$ cat config.mk
export PLATFORM = sky130hd
export DESIGN_NAME = instr_seq
export DESIGN_NICKNAME = d
export VERILOG_FILES = /design/src/rtl/instr_seq_pkg.sv /design/src/rtl/instr_seq_wait_timer.sv /design/src/rtl/instr_seq.sv
export SDC_FILE = /design/constraint.sdc
export NUM_CORES = 1
export LEC_CHECK = 0
export ABC_CLOCK_PERIOD_IN_PS = 2400
export CORE_MARGIN = 2
export CORE_UTILIZATION = 40
export CTS_BUF_LIST = sky130_fd_sc_hd__clkbuf_8
export CTS_CLUSTER_SIZE = 25
export DETAILED_ROUTE_END_ITERATION = 10
export PLACE_DENSITY = 0.75
export SETUP_SLACK_MARGIN = 0.3
export SYNTH_ARGS = -nofsm -noshare
export SYNTH_HDL_FRONTEND = slang
export SYNTH_SLANG_ARGS = --single-unit
$ cat constraint.sdc
create_clock -name clk -period 2.4 [get_ports clk]
set_clock_uncertainty 0.05 [all_clocks]
set_input_delay 0.6 -clock clk [delete_from_list [all_inputs] [get_ports clk]]
set_output_delay 0.6 -clock clk [all_outputs]
set_load 0.05 [all_outputs]
$ cat src/rtl/instr_seq_pkg.sv
// -----------------------------------------------------------------------------
// instr_seq_pkg
// Shared definitions for the instruction sequencer: opcode class constants,
// the bit that marks an ALU-class instruction, the sequencer state encoding
// and a small decode helper.
// -----------------------------------------------------------------------------
package instr_seq_pkg;

  // Upper-nibble opcodes for the non-ALU instruction classes.
  localparam logic [3:0] OP_LD    = 4'h8;
  localparam logic [3:0] OP_ST    = 4'h9;
  localparam logic [3:0] OP_MOV16 = 4'hA;
  localparam logic [3:0] OP_HLT   = 4'hF;

  // instr[ALU_CLASS_BIT] == 0 marks an ALU instruction.
  localparam int ALU_CLASS_BIT = 7;

  typedef enum logic [2:0] {
    ST_FETCH  = 3'd0,
    ST_DECODE = 3'd1,
    ST_EXEC   = 3'd2,
    ST_MEMW   = 3'd3,
    ST_WB     = 3'd4,
    ST_HALT   = 3'd5
  } state_t;

  function automatic logic is_alu(input logic [7:0] ins);
    return (ins[ALU_CLASS_BIT] == 1'b0);
  endfunction

endpackage

$ cat src/rtl/instr_seq_wait_timer.sv
// -----------------------------------------------------------------------------
// wait_timer
// 8-bit wait-cycle counter for memory requests. It counts cycles in which
// 'en' is high and is zeroed by 'clear'. 'expired' is raised in the wait cycle
// that brings the count to WAIT_MAX, so the owner can leave the state on that
// same clock edge.
//
// Ports:
//   clk      in  clock
//   rst      in  synchronous active-high reset
//   clear    in  zero the counter (state entry)
//   en       in  count this cycle (request pending, memory not ready)
//   expired  out this wait cycle is the WAIT_MAX-th
// -----------------------------------------------------------------------------
module wait_timer #(
  parameter int unsigned WAIT_MAX = 15
) (
  input  logic clk,
  input  logic rst,
  input  logic clear,
  input  logic en,
  output logic expired
);

  localparam logic [7:0] LAST_COUNT = 8'(WAIT_MAX - 1);

  logic [7:0] count_q;
  logic [7:0] count_d;

  // Next count: clear wins over counting.
  always_comb begin
    count_d = count_q;
    if (clear) begin
      count_d = 8'd0;
    end else if (en) begin
      count_d = count_q + 8'd1;
    end else begin
      count_d = count_q;
    end
  end

  // Counter register.
  always_ff @(posedge clk) begin
    if (rst) begin
      count_q <= 8'd0;
    end else begin
      count_q <= count_d;
    end
  end

  assign expired = en && (count_q >= LAST_COUNT);

endmodule

$ cat src/rtl/instr_seq.sv
// -----------------------------------------------------------------------------
// instr_seq
// Multi-cycle sequencer for the 8-bit core. Fetches one instruction through a
// req/ready memory port, decodes it and drives single-cycle enable strobes to
// the ALU, register file and memory from one synchronous state machine.
//
// Ports:
//   clk, rst            clock, synchronous active-high reset
//   mem_rdata/mem_ready memory read data and request-complete
//   mem_req/mem_we      memory request and write qualifier (registered)
//   pc_inc              advance-PC pulse in the accepting fetch cycle
//   instr               latched instruction
//   alu_op/alu_shamt    ALU controls, alu_en execute strobe
//   reg_sel/reg_we      register select and write strobe, reg_wsrc source
//   reg16_src/dst/we    16-bit pair copy controls
//   halted/fault        stopped (HLT or timeout) / memory timeout
// -----------------------------------------------------------------------------
module instr_seq
  import instr_seq_pkg::*;
#(
  parameter int unsigned WAIT_MAX = 15
) (
  input  logic       clk,
  input  logic       rst,
  input  logic [7:0] mem_rdata,
  input  logic       mem_ready,
  output logic       mem_req,
  output logic       mem_we,
  output logic       pc_inc,
  output logic [7:0] instr,
  output logic [2:0] alu_op,
  output logic [2:0] alu_shamt,
  output logic       alu_en,
  output logic [3:0] reg_sel,
  output logic       reg_we,
  output logic       reg_wsrc,
  output logic [1:0] reg16_src,
  output logic [1:0] reg16_dst,
  output logic       reg16_we,
  output logic       halted,
  output logic       fault
);

  state_t     state_q,    state_d;
  logic [7:0] instr_q,    instr_d;
  logic       mem_req_q,  mem_req_d;
  logic       mem_we_q,   mem_we_d;
  logic       alu_en_q,   alu_en_d;
  logic       reg_we_q,   reg_we_d;
  logic       reg_wsrc_q, reg_wsrc_d;
  logic       reg16_we_q, reg16_we_d;
  logic       halted_q,   halted_d;
  logic       fault_q,    fault_d;

  logic       accept_s;
  logic       wait_en_s;
  logic       wait_clear_s;
  logic       wait_expired_s;

  // A request completes only while it is actually being driven; a stray
  // mem_ready with mem_req low (e.g. the cycle after reset) is ignored.
  assign accept_s     = mem_req_q && mem_ready;
  assign wait_en_s    = mem_req_q && !mem_ready &&
                        ((state_q == ST_FETCH) || (state_q == ST_MEMW));
  assign wait_clear_s = (state_d != state_q);

  wait_timer #(
    .WAIT_MAX (WAIT_MAX)
  ) u_wait_timer (
    .clk     (clk),
    .rst     (rst),
    .clear   (wait_clear_s),
    .en      (wait_en_s),
    .expired (wait_expired_s)
  );

  // Next-state logic; registered outputs are derived from the next state so
  // each strobe is high exactly for the cycle its state is occupied.
  always_comb begin
    state_d    = state_q;
    instr_d    = instr_q;
    reg_wsrc_d = reg_wsrc_q;
    fault_d    = fault_q;

    case (state_q)
      ST_FETCH: begin
        if (accept_s) begin
          instr_d = mem_rdata;
          state_d = ST_DECODE;
        end else if (wait_expired_s) begin
          fault_d = 1'b1;
          state_d = ST_HALT;
        end else begin
          state_d = ST_FETCH;
        end
      end
      ST_DECODE: begin
        if (is_alu(instr_q)) begin
          state_d = ST_EXEC;
        end else begin
          case (instr_q[7:4])
            OP_LD:    state_d = ST_MEMW;
            OP_ST:    state_d = ST_MEMW;
            OP_MOV16: state_d = ST_EXEC;
            OP_HLT:   state_d = ST_HALT;
            default:  state_d = ST_FETCH;
          endcase
        end
      end
      ST_EXEC: begin
        if (is_alu(instr_q)) begin
          reg_wsrc_d = 1'b0;
          state_d    = ST_WB;
        end else begin
          state_d = ST_FETCH;
        end
      end
      ST_MEMW: begin
        if (accept_s) begin
          // LD data is captured by the register-file side latch on this edge.
          if (instr_q[7:4] == OP_LD) begin
            reg_wsrc_d = 1'b1;
            state_d    = ST_WB;
          end else begin
            state_d = ST_FETCH;
          end
        end else if (wait_expired_s) begin
          fault_d = 1'b1;
          state_d = ST_HALT;
        end else begin
          state_d = ST_MEMW;
        end
      end
      ST_WB:   state_d = ST_FETCH;
      ST_HALT: state_d = ST_HALT;
      default: state_d = ST_FETCH;
    endcase

    mem_req_d  = (state_d == ST_FETCH) || (state_d == ST_MEMW);
    mem_we_d   = (state_d == ST_MEMW) && (instr_q[7:4] == OP_ST);
    alu_en_d   = (state_d == ST_EXEC) && is_alu(instr_q);
    reg16_we_d = (state_d == ST_EXEC) && !is_alu(instr_q);
    reg_we_d   = (state_d == ST_WB);
    halted_d   = (state_d == ST_HALT);
  end

  // State and registered-output flops.
  always_ff @(posedge clk) begin
    if (rst) begin
      state_q    <= ST_FETCH;
      instr_q    <= 8'h00;
      mem_req_q  <= 1'b0;
      mem_we_q   <= 1'b0;
      alu_en_q   <= 1'b0;
      reg_we_q   <= 1'b0;
      reg_wsrc_q <= 1'b0;
      reg16_we_q <= 1'b0;
      halted_q   <= 1'b0;
      fault_q    <= 1'b0;
    end else begin
      state_q    <= state_d;
      instr_q    <= instr_d;
      mem_req_q  <= mem_req_d;
      mem_we_q   <= mem_we_d;
      alu_en_q   <= alu_en_d;
      reg_we_q   <= reg_we_d;
      reg_wsrc_q <= reg_wsrc_d;
      reg16_we_q <= reg16_we_d;
      halted_q   <= halted_d;
      fault_q    <= fault_d;
    end
  end

  // pc_inc must land in the accepting fetch cycle, which is only known from
  // mem_ready in that same cycle, so it is decoded from flops plus mem_ready.
  assign pc_inc    = (state_q == ST_FETCH) && accept_s;

  assign mem_req   = mem_req_q;
  assign mem_we    = mem_we_q;
  assign instr     = instr_q;
  assign alu_op    = instr_q[6:4];
  assign alu_shamt = instr_q[2:0];
  assign alu_en    = alu_en_q;
  assign reg_sel   = instr_q[3:0];
  assign reg_we    = reg_we_q;
  assign reg_wsrc  = reg_wsrc_q;
  assign reg16_src = instr_q[3:2];
  assign reg16_dst = instr_q[1:0];
  assign reg16_we  = reg16_we_q;
  assign halted    = halted_q;
  assign fault     = fault_q;

endmodule

==> results.cfg <==
[run_status]
outcome = complete, no violations

[clocking]
root_buffer = clkbuf_8
cts_buffer_depth = 2
cts_hold_repair.buffers = 0
cts_sinks = 27
cts_tree = done
clk_latency_ps = 270
cts_buffers = 3
htree_levels = 1
clk_pin_slew_ps = 90

[timing]
period_needed_ps = 2050
finalHoldViolations = 0
drv_slew = 0
tightest_slew_ps = 526
setup_ws_ps = 350
fin_setup_tns_ps = 0
period_share_pct = 85.4
max_freq_mhz = 488
setup_viol = 0
rsz0062_at_grt = yes
max_slew_margin_pct = 65.1

[setup_path]
slowest_stage = clkdlybuf4s50_1
crit_family = buffers and inverters
path_buf_inv = 1
cp_max_fo = 1
reg2reg_from = instr[7]
required_ps = 1750
end_kind = output pin
critical-path-max-stage-delay_ps = 800
crit_type = reg2out
path_cells = clkdlybuf4s50_1
crit_arrival_ps = 1400
r2r_end = u_wait_timer.count_q[5]
reg2regPathDepth = 7
startpoint_type = flop
ff2ff_setup_slack_ps = 350

[floorplan]
ioPinCount = 42
fp-row-count = 21
dieHeight_microns = 62.6
die_w_microns = 62.6
start_util_pct = 41.5
die_area_sq_mm = 0.00392
core_area_sq_mm = 0.00331

[yosys]
ys_seq_area_share_pct = 39.3
syn-num-nets = 171
synth.area.top_cells = dfxtp_1 39%, buf_4 7.6%, nand2_1 6.0%
synth-edff-count = 0
synth.avg_cell_area_sq_um = 8.70
yosysTopAreaCell = dfxtp_1
syn-cell-area_sq_mm = 0.00138
synthFlopType = dfxtp_1
ys_types = 45
syn_inst = 158
async_flop_share_pct = 0
synth_seq_cells = 27
synth_top_cell_area_share_pct = 39.3
yosysWarnings = 0

[finish]
multi_input_area_sq_um = 722
n_antenna_cell = 0
drive_above_1_share_pct = 20.0
area_growth_pct = 38.3
stdcell_count = 246
layout_common_cells = 22 x dfxtp_1, 22 x dlygate4sd2_1, 21 x nand2_1
layout.nets = 214
regArea_sq_um = 547
fillers = 301

[detailed_routing]
drtIter0Drc = 61
vias = 1271
wl_mm = 3.51
viasPerCell = 5.17
drtAntennaViolNets = 0
firstDrtPassIters = 4
wl_per_cell_microns = 14.3
drc = 0

[global_routing]
gr-usage-all-layers_pct = 17.9
antenna_found_initial = 0
grt_max_degree = 17
grt_pass1_wl_mm = 5.61
first_global_vias = 1201
grt_overflow_total = 0

[power_and_ir_drop]
power.density_mw_per_mm2 = 555
p_leak_uw = 0.000860
vdd_drop_max_uv = 390
finalPower_uw = 1060

[worst_hold_path]
hp-start = fault
worst_hold_path_type = reg2reg
min_path_cells = 2
min_to = fault

[placed_design]
gp_congestion = 0.954
dp_hpwl_mm = 2.58
port_buffers = 41
pre_cts_slack_ps = -203
placedCellCount = 238

[flow_run]
drv_cap = 0
## cell type report
cell class | instances | area share [%]
multi-input cells | 108 | 38.0
well taps | 46 | 3.03
clock inverters | 1 | 0.395
flip-flops and latches | 27 | 28.8
clock buffers | 3 | 2.17
repair buffers | 56 | 26.7
inverters | 5 | 0.987
## cells by family (layout without fill, tap and decap cells)
| logic type | after synthesis | in the layout | synth area share [%] |
|---|---|---|---|
| DFF | 27 | 27 | 39.3 |
| xor gates and xnor gates | 8 | 8 | 5.10 |
| adders and majority gates | 2 | 2 | 1.82 |
| and+or+nand+nor | 66 | 66 | 24.5 |
| buffers and inverters | 23 | 65 | 10.8 |
| AOI/OAI and AO/OA | 32 | 32 | 18.5 |
## Yosys cell counts (all sizes together), types with 2 or more instances
cell and instances:
a211oi 3, a21o 2, a21oi 10, and2 2, buf 17, dfxtp 27
ha 2, inv 4, nand2 22, nand2b 5, nand3 4, nand4 4
nor2 17, nor4 4, o21ai 3, o21bai 2, xor2 7
## flip-flops by register name (all words and copies together) (netlist names)
name / count
reg_we: 1
halted: 1
reg16_we: 1
state_q: 3
alu_en: 1
instr: 8
mem_we: 1
reg_wsrc: 1
mem_req: 1
fault: 1
u_wait_timer.count_q: 8
## metal layers
| layer | GRT usage [%] | wire, microns | up-vias |
|---|---|---|---|
| met3 | 5.59 | 152 | 8 |
| met5 | 0 | 0 | - |
| met1 | 19.3 | 1390 | 604 |
| met2 | 32.3 | 1900 | 39 |
| li1 | - | - | 620 |
| met4 | 6.94 | 72 | 0 |
## timing repair
| item | CTS | global route |
|---|---|---|
| resized for setup | 27 | 11 |
| pin swaps | 4 | 5 |
| setup buffers | 2 | 2 |
| endpoints found under the hold margin | 0 | 0 |
| endpoints found under the setup margin | 35 | 12 |
## power by group
group,internal [uW],switching [uW]
Clock,118,136
Sequential,466,23.2
Combinational,115,198
Total,698,357
## worst max-delay path by stage
| stage | from | endpoint | slack (ps) | cells past startpoint |
|---|---|---|---|---|
| after CTS | mem_req | mem_req | 300 | 1 |
| after global placement | mem_ready | u_wait_timer.count_q[0] | -130 | 7 |
| after detailed placement | mem_ready | u_wait_timer.count_q[5] | -200 | 7 |
| after floorplan | instr[7] | u_wait_timer.count_q[0] | 310 | 7 |
| final | reg16_we | reg16_we | 350 | 1 |
| after global routing | u_wait_timer.count_q[0] | u_wait_timer.count_q[1] | 270 | 9 |
## metrics by stage
stage / cell area, sq um / util (%) / hold slack (ps)
floorplan: 1380 / - / 431
global placement: 1810 / 54.6 / 406
detailed placement: 1810 / 54.6 / 412
CTS: 1850 / 56.0 / 438
global route: 1900 / 57.4 / 477
finish: 1900 / 57.4 / 430
Note: power is estimated with default switching activity, not from simulation.
